<file path="config.mk">
export PLATFORM = sky130hd
export DESIGN_NAME = mips_ctrl_multiciclo_param
export DESIGN_NICKNAME = d
export VERILOG_FILES = /design/src/rtl/mips_ctrl_multiciclo_param.sv
export SDC_FILE = /design/constraint.sdc
export NUM_CORES = 1
export LEC_CHECK = 0
export BUFFER_PORTS_ARGS = -buffer_cell sky130_fd_sc_hd__buf_2
export CAP_MARGIN = 10
export CORE_MARGIN = 2
export CORE_UTILIZATION = 45
export DETAILED_ROUTE_END_ITERATION = 16
export GPL_ROUTABILITY_DRIVEN = 0
export PLACE_DENSITY = 0.75
export SYNTH_ARGS = -nofsm -noshare
export SYNTH_HDL_FRONTEND = slang
export SYNTH_SLANG_ARGS = --single-unit
</file>
<file path="constraint.sdc">
create_clock -name clock -period 3.89 [get_ports clock]
set_input_delay 0.9725 -clock clock [delete_from_list [all_inputs] [get_ports clock]]
set_output_delay 0.9725 -clock clock [all_outputs]
set_load 0.01 [all_outputs]
</file>
<file path="src/rtl/mips_ctrl_multiciclo_param.sv">
// Multicycle MIPS control unit: Moore FSM for datapath strobes, ALU decoder,
// optional memory wait-state handshake, illegal-opcode flag and retired-instruction counter.
module mips_ctrl_multiciclo_param #(
  parameter int unsigned STATE_W = 5,
  parameter int unsigned EXT_ISA = 1,
  parameter int unsigned MEM_HS  = 0,
  parameter int unsigned CNT_W   = 16
) (
  input  logic               clock,
  input  logic               resete,
  input  logic [5:0]         opcode,
  input  logic [5:0]         funct,
  input  logic               mem_ready,
  output logic [STATE_W-1:0] estado,
  output logic               IorD,
  output logic               AluSrcA,
  output logic               IRWrite,
  output logic               PCWrite,
  output logic               RegDst,
  output logic               MemtoReg,
  output logic               RegWrite,
  output logic               MemWrite,
  output logic               Branch,
  output logic               BranchNe,
  output logic [1:0]         AluSrcB,
  output logic [1:0]         ALUOp,
  output logic [1:0]         PCSrc,
  output logic [2:0]         ALUControl,
  output logic               illegal_op,
  output logic [CNT_W-1:0]   instr_count
);

  localparam logic [5:0] OP_R    = 6'b000000;
  localparam logic [5:0] OP_LW   = 6'b100011;
  localparam logic [5:0] OP_SW   = 6'b101011;
  localparam logic [5:0] OP_BEQ  = 6'b000100;
  localparam logic [5:0] OP_ADDI = 6'b001000;
  localparam logic [5:0] OP_J    = 6'b000010;
  localparam logic [5:0] OP_BNE  = 6'b000101;

  localparam logic [5:0] FN_ADD = 6'b100000;
  localparam logic [5:0] FN_SUB = 6'b100010;
  localparam logic [5:0] FN_AND = 6'b100100;
  localparam logic [5:0] FN_OR  = 6'b100101;
  localparam logic [5:0] FN_SLT = 6'b101010;

  localparam bit EXT = (EXT_ISA != 0);
  localparam bit HS  = (MEM_HS != 0);

  typedef enum logic [STATE_W-1:0] {
    S_FETCH  = STATE_W'(0),
    S_DECODE = STATE_W'(1),
    S_MEMADR = STATE_W'(2),
    S_MEMRD  = STATE_W'(3),
    S_MEMWB  = STATE_W'(4),
    S_MEMWR  = STATE_W'(5),
    S_EXEC   = STATE_W'(6),
    S_ALUWB  = STATE_W'(7),
    S_BEQ    = STATE_W'(8),
    S_ADDIEX = STATE_W'(9),
    S_ADDIWB = STATE_W'(10),
    S_JUMP   = STATE_W'(11),
    S_BNE    = STATE_W'(12)
  } state_t;

  state_t           state_q, state_d;
  logic [CNT_W-1:0] cnt_q, cnt_d;
  logic             ready;
  logic             funct_ok;
  logic             retire;

  always_ff @(posedge clock or negedge resete) begin
    if (!resete) begin
      state_q <= S_FETCH;
      cnt_q   <= '0;
    end else begin
      state_q <= state_d;
      cnt_q   <= cnt_d;
    end
  end

  assign estado      = state_q;
  assign instr_count = cnt_q;

  // Next state and Moore strobes; only FETCH/MEMRD/MEMWR look at mem_ready.
  always_comb begin
    state_d    = S_FETCH;
    IorD       = 1'b0;
    AluSrcA    = 1'b0;
    IRWrite    = 1'b0;
    PCWrite    = 1'b0;
    RegDst     = 1'b0;
    MemtoReg   = 1'b0;
    RegWrite   = 1'b0;
    MemWrite   = 1'b0;
    Branch     = 1'b0;
    BranchNe   = 1'b0;
    AluSrcB    = 2'b00;
    ALUOp      = 2'b00;
    PCSrc      = 2'b00;
    illegal_op = 1'b0;
    ready      = !HS || mem_ready;
    funct_ok   = (funct == FN_ADD) || (funct == FN_SUB) || (funct == FN_AND) ||
                 (funct == FN_OR)  || (funct == FN_SLT);
    case (state_q)
      S_FETCH: begin
        AluSrcB = 2'b01;
        IRWrite = ready;
        PCWrite = ready;
        state_d = ready ? S_DECODE : S_FETCH;
      end
      S_DECODE: begin
        AluSrcB = 2'b11;
        case (opcode)
          OP_LW, OP_SW: state_d = S_MEMADR;
          OP_R:    if (funct_ok) state_d = S_EXEC;   else illegal_op = 1'b1;
          OP_BEQ:  state_d = S_BEQ;
          OP_ADDI: if (EXT) state_d = S_ADDIEX;      else illegal_op = 1'b1;
          OP_J:    if (EXT) state_d = S_JUMP;        else illegal_op = 1'b1;
          OP_BNE:  if (EXT) state_d = S_BNE;         else illegal_op = 1'b1;
          default: illegal_op = 1'b1;
        endcase
      end
      S_MEMADR: begin
        AluSrcA = 1'b1;
        AluSrcB = 2'b10;
        state_d = (opcode == OP_SW) ? S_MEMWR : S_MEMRD;
      end
      S_MEMRD: begin
        IorD    = 1'b1;
        state_d = ready ? S_MEMWB : S_MEMRD;
      end
      S_MEMWB: begin
        MemtoReg = 1'b1;
        RegWrite = 1'b1;
      end
      S_MEMWR: begin
        IorD     = 1'b1;
        MemWrite = 1'b1;
        state_d  = ready ? S_FETCH : S_MEMWR;
      end
      S_EXEC: begin
        AluSrcA = 1'b1;
        ALUOp   = 2'b10;
        state_d = S_ALUWB;
      end
      S_ALUWB: begin
        RegDst   = 1'b1;
        RegWrite = 1'b1;
      end
      S_BEQ: begin
        AluSrcA = 1'b1;
        ALUOp   = 2'b01;
        PCSrc   = 2'b01;
        Branch  = 1'b1;
      end
      S_ADDIEX: begin
        AluSrcA = 1'b1;
        AluSrcB = 2'b10;
        state_d = S_ADDIWB;
      end
      S_ADDIWB: RegWrite = 1'b1;
      S_JUMP: begin
        PCSrc   = 2'b10;
        PCWrite = 1'b1;
      end
      S_BNE: begin
        AluSrcA  = 1'b1;
        ALUOp    = 2'b01;
        PCSrc    = 2'b01;
        BranchNe = 1'b1;
      end
      default: state_d = S_FETCH;
    endcase
    // Only completed instructions retire; the illegal-op path back to FETCH does not.
    retire = (state_d == S_FETCH) &&
             (state_q inside {S_MEMWB, S_MEMWR, S_ALUWB, S_BEQ, S_BNE, S_ADDIWB, S_JUMP});
    cnt_d  = cnt_q + (retire ? CNT_W'(1) : CNT_W'(0));
  end

  // ALU decoder.
  always_comb begin
    ALUControl = 3'b010;
    case (ALUOp)
      2'b01: ALUControl = 3'b110;
      2'b10: begin
        case (funct)
          FN_SUB:  ALUControl = 3'b110;
          FN_AND:  ALUControl = 3'b000;
          FN_OR:   ALUControl = 3'b001;
          FN_SLT:  ALUControl = 3'b111;
          default: ALUControl = 3'b010;
        endcase
      end
      default: ALUControl = 3'b010;
    endcase
  end

endmodule
</file>
==> flow_summary.ini, run 1 <==
[grt]
grt_pass1_vias = 1129
overflow = 0
grt_max_degree = 21
use_met1_pct = 22.3
grt_use_met2_pct = 30.8
gr-max-usage-layer = met2
grt_util_met3_pct = 1.97
grt_usage_pct = 17.6
antenna_found_initial = 0
grt_pass1_wl_um = 4760

[clocking]
cts_post_setup_buffers_inserted = 0
holdBufCountCts = 0
cts.path.max_buffers = 2
cts_buffers = 3
ctsResizeCount = 0
h-tree-depth = 1
cts_tree = built
numClockSinks = 20
cts_root_buffer = clkbuf_4
clk-insertion-delay-late_ps = 290
clk_pin_slew_worst_paths_ps = 110

[floorplan]
initial_core_util_pct = 48.5
core_um2 = 2810
die_y_um = 59
die-area_um2 = 3480
die_x_um = 59
fp-row-count = 19
io_pins = 56

[yosys]
ys_top_cells_by_area = dfrtp_1 37%, xnor2_1 6.4%, nor2_1 5.0%
synth_area_per_cell_um2 = 8.84
yosys_warnings = 0
synth_area_leader_cell = dfrtp_1
async_flop_share_pct = 100
synth_flop_cell = dfrtp_1
syn_area_um2 = 1360
yosysSeqAreaShare_pct = 36.8
synth_fp_nets = 174
ys_types = 39
syn_inst = 154
synth_top_area_share_pct = 36.8
synth_edf_count = 0
ys_ff_latch = 20

[hold_path]
hp-class = flip-flop to flip-flop
whs_path_depth = 1
holdCritStartpoint = instr_count[15]

[sta]
skew_ps = 5.48
finalMaxSlewViolations = 0
finalHoldViolCount = 0
rsz0062_at_grt = false
worst_pin_slew_ps = 531
slew_headroom_pct = 64.6
worst_hold_slack_ps = 470
setup_viol = 0
post-route-period-util_pct = 81.5
period_minus_slack_ps = 3170
fmax_ghz = 0.315
tns_ps = 0

[place]
place_hpwl_um = 2250
portBuffers = 53

[layout]
layout_commonest_cell = buf_2
area_growth_pct = 19.4
n_antenna_cell = 0
fin_nets = 223
drive_gt1_share_pct = 31.8
final_cell_mix = 53 x buf_2, 20 x dfrtp_1, 18 x nor2_1

[critical_path]
worstSetupStartpointType = flip-flop
cp-startpoint = estado[3]
worstPathMaxFanout = 12
cp.required_ps = 2920
cp_data_arrival_time_ps = 2200
r2r_start = estado[1]
worstSetupPathType = flip-flop to output port
endpoint_kind = output port
r2r_cells = 9

[power_and_ir_drop]
vdd_drop_max_v = 0.000169
powerDensity_nw_per_um2 = 449
p_leak_nw = 0.823

[routing]
detail_route.wl_per_cell_um = 12.2
vias_per_cell = 5.37
firstDrtPassIters = 4
wl_um = 2840
route.detailed.drc = 0
num_vias = 1245
antenna_left = 0
drt-initial-drc-count = 36

[outcome]
status = finished, final reports clean

[run]
maxCapViolations = 0
## metrics by stage
step	power, W	instances	utilization (%)	setup WS (ps)	instance area, um^2
CTS	0.000737	232	57.9	723	1630
detailed placement	0.000644	229	57.1	919	1600
global placement	0.000631	229	57.1	941	1600
finish	0.000729	232	57.9	720	1630
floorplan	0.000529	154	-	1110	1360
global route	0.000796	232	57.9	495	1630
## layer usage
metal  routed length (um)  vias to the layer above
li1                     -                      626
met1                 1230                      585
met5                    0                        -
met4                   22                        0
met2                 1440                       32
met3                  140                        2
## cell type report
| type | instances | area (um^2) |
|---|---|---|
| Fill cell | 271 | 1180 |
| Multi-Input combinational cell | 119 | 776 |
| Timing Repair Buffer | 53 | 265 |
| Tap cell | 31 | 38.8 |
| Sequential cell | 20 | 500 |
| Clock buffer | 3 | 22.5 |
| Inverter | 6 | 22.5 |
## worst max-delay path: stages, from the launching register on
cell	delay, ps
dfrtp_1	600
inv_1	210
nor3_1	250
inv_1	130
ha_1	320
a211o_1	270
buf_2	140
## cells in the mapped netlist (2+ instances only)
| master | instances |
|---|---|
| nand2_1 | 15 |
| o21ai_0 | 2 |
| nand3b_1 | 3 |
| nor3_1 | 8 |
| a21o_1 | 2 |
| nor2_1 | 18 |
| nor3b_1 | 2 |
| ha_1 | 5 |
| xnor2_1 | 10 |
| nor2b_1 | 4 |
| a21oi_1 | 4 |
| and3_1 | 2 |
| nor3_2 | 3 |
| inv_1 | 6 |
| a31oi_1 | 2 |
| xor2_1 | 6 |
| dfrtp_1 | 20 |
| a32oi_1 | 2 |
| nand3_1 | 10 |
| buf_6 | 2 |
| nand4_1 | 4 |
| buf_4 | 2 |
| a211o_1 | 2 |
| buf_2 | 5 |
## path summary, 6_finish.rpt
| check | to | slack (ps) |
|---|---|---|
| max in group asynchronous | instr_count[5] | 2980 |
| max | ALUControl[1] | 720 |
| max reg2reg | instr_count[12] | 1480 |
| min | instr_count[15] | 470 |
| min in group asynchronous | instr_count[13] | 610 |
| min reg2reg | instr_count[15] | 470 |
## flip-flops by register name, indices dropped and copies added (netlist names)
| register | count |
|---|---|
| estado | 4 |
| instr_count | 16 |
## cell families (layout without fill, tap and decap cells)
logic type,count (synthesis),in the layout,synth area share [%]
fa+ha+maj,5,5,4.60
compound gates,21,21,11.6
other cells,1,1,0.275
simple gates,76,76,30.2
xor+xnor,16,16,10.3
flops,20,20,36.8
buf+inv,15,62,6.25
## power breakdown
group | switching [W] | internal [W]
combinational | 0.000168 | 0.000144
clock | 0.0000573 | 0.0000360
sequential | 0.0000814 | 0.000242
total | 0.000307 | 0.000422
Note: power is estimated with default switching activity, not from simulation.
==> run 2, diff against run 1 <==
ABC_AREA = 1   (was default)
CORE_UTILIZATION = 43   (was 45)
PLACE_DENSITY = 0.76   (was 0.75)
clock period = 2.85 ns   (was 3.89 ns; I/O delays follow)
==> flow_summary.ini, run 2 <==
[yosys]
yosysSeqAreaShare_pct = 37.1
synth_edf_count = 0
syn_inst = 182
syn_area_um2 = 1350
synth_area_per_cell_um2 = 7.40
async_flop_share_pct = 100
synth_top_cells_by_count = 31 x nor2_1, 29 x inv_1, 29 x nand2_1, 20 x dfrtp_1, 15 x nand3_1
ys_top_cells_by_area = dfrtp_1 37%, nor2_1 8.6%, inv_1 8.1%
synth_flop_cell = dfrtp_1
synth_top_area_share_pct = 37.1
synth_area_leader_cell = dfrtp_1
yosys_warnings = 0
ys_types = 28
synth_most_common_cell = nor2_1
ys_ff_latch = 20
synth_fp_nets = 202

[grt]
antenna_found_initial = 0
gr-max-usage-layer = met2
grt_pass1_vias = 1196
grt_use_met2_pct = 29.5
use_met1_pct = 23.3
overflow = 0
grt_max_degree = 21
grt_usage_pct = 17.8
grt_pass1_wl_um = 4930
grt_util_met3_pct = 2.60

[floorplan]
die-area_um2 = 3600
io_pins = 56
die_x_um = 60.0
die_y_um = 60.0
core_um2 = 3030
fp-row-count = 20
initial_core_util_pct = 44.5

[critical_path]
worstSetupStartpointType = flip-flop
worstSetupPathType = flip-flop to output port
cp.required_ps = 2140
cp_data_arrival_time_ps = 1910
worstPathMaxFanout = 6
endpoint_kind = output port

[clocking]
holdBufCountCts = 0
cts_buffers = 3
clk_pin_slew_worst_paths_ps = 120
clk-insertion-delay-late_ps = 300
h-tree-depth = 1
cts_root_buffer = clkbuf_4
cts.path.max_buffers = 2
cts_post_setup_buffers_inserted = 0
cts_tree = built
ctsResizeCount = 0
numClockSinks = 20

[routing]
drt-initial-drc-count = 54
wl_um = 2870
route.detailed.drc = 0
antenna_left = 0
detail_route.wl_per_cell_um = 10.2
firstDrtPassIters = 4
num_vias = 1324
vias_per_cell = 4.70

[layout]
fin_area_um2 = 1720
drive_gt1_share_pct = 31.1
finalNonFillerCells = 282
multi_input_area_um2 = 726
fill_cells = 293
n_antenna_cell = 0
layout_commonest_cell = buf_2
largest_reg_flops = 16
final_cell_mix = 53 x buf_2, 31 x nor2_1, 28 x inv_1, 28 x nand2_1, 18 x dfrtp_1
regArea_um2 = 503
area_growth_pct = 27.5
fin_nets = 259

[sta]
period_minus_slack_ps = 2620
worst_hold_slack_ps = 331
tns_ps = 0
post-route-period-util_pct = 92.1
finalHoldViolCount = 0
rsz0062_at_grt = false
finalMaxSlewViolations = 0
skew_ps = 9.19
setup_viol = 0
fmax_ghz = 0.381

[power_and_ir_drop]
powerDensity_nw_per_um2 = 610
p_leak_nw = 0.997
vdd_drop_max_v = 0.000289
power.total_w = 0.00105

[run]
maxCapViolations = 0

[place]
place_hpwl_um = 2370
dp.cells = 278
place_area_um2 = 1660
portBuffers = 53

[outcome]
status = finished, final reports clean

[hold_path]
hp-class = input port to async pin
run 2: cell count changes in the layout (fill, tap and decap cells not counted), moves of 3 or more:
cell / previous run / this run
nand3_2: 0 / 3
xnor2_1: 10 / 6
nor2_1: 18 / 31
inv_2: 0 / 3
nor2b_1: 4 / 0
nor3_1: 8 / 2
nor2_2: 0 / 6
nand2_1: 15 / 28
inv_1: 6 / 28
nand3_1: 10 / 15
run 2: final cells by class:
cell class	instances	area share, %
Sequential cell	20	29.3
Timing Repair Buffer	53	15.4
Tap cell	44	3.20
Multi-Input combinational cell	130	42.2
Inverter	31	6.77
Clock buffer	3	1.31
Clock inverter	1	1.75
run 2: final timing paths:
kind	startpoint	to	slack [ps]	cells past startpoint
setup / recovery	estado[1]	ALUControl[0]	230	7
hold / removal	resete	instr_count[5]	330	1
setup reg to reg	estado[1]	instr_count[10]	690	12
hold reg to reg	instr_count[15]	instr_count[15]	470	1
max in group asynchronous	resete	estado[1]	2190	1
min in group clock	instr_count[15]	instr_count[15]	470	1
run 2: per-layer routing:
layer / share of wire [%] / wire length, um
met2: 48 / 1390
met4: 0.84 / 24
met3: 3.4 / 97
met1: 47 / 1360
met5: 0 / 0
run 2: through the flow:
stage | utilization, % | setup slack, ps
after CTS | 56.6 | 155
after detailed placement | 54.8 | 496
after global routing | 56.7 | 9.70
after floorplan | - | 655
final | 56.7 | 226
after global placement | 54.8 | 519
run 2: cell families after synthesis:
group,count (synthesis),synth area share (%)
and+or+nand+nor,100,35.5
buffers and inverters,32,9.19
DFF,20,37.1
xor gates and xnor gates,13,8.45
AOI/OAI and AO/OA,11,4.83
adders and majority gates,5,4.64
other,1,0.278
run 2: report_power, final:
group	internal, W	leakage, nW	switching, W
registers	0.000332	0.269	0.0000600
logic	0.000165	0.701	0.000264
clock network	0.000142	0.0279	0.0000847
run 2: critical path, cell delays in order, from the launching register on:
cell and delay (ps):
dfrtp_2 470, nor2_1 110, inv_1 90, nor2_1 170
inv_2 100, ha_1 310, a211oi_1 200, buf_2 170
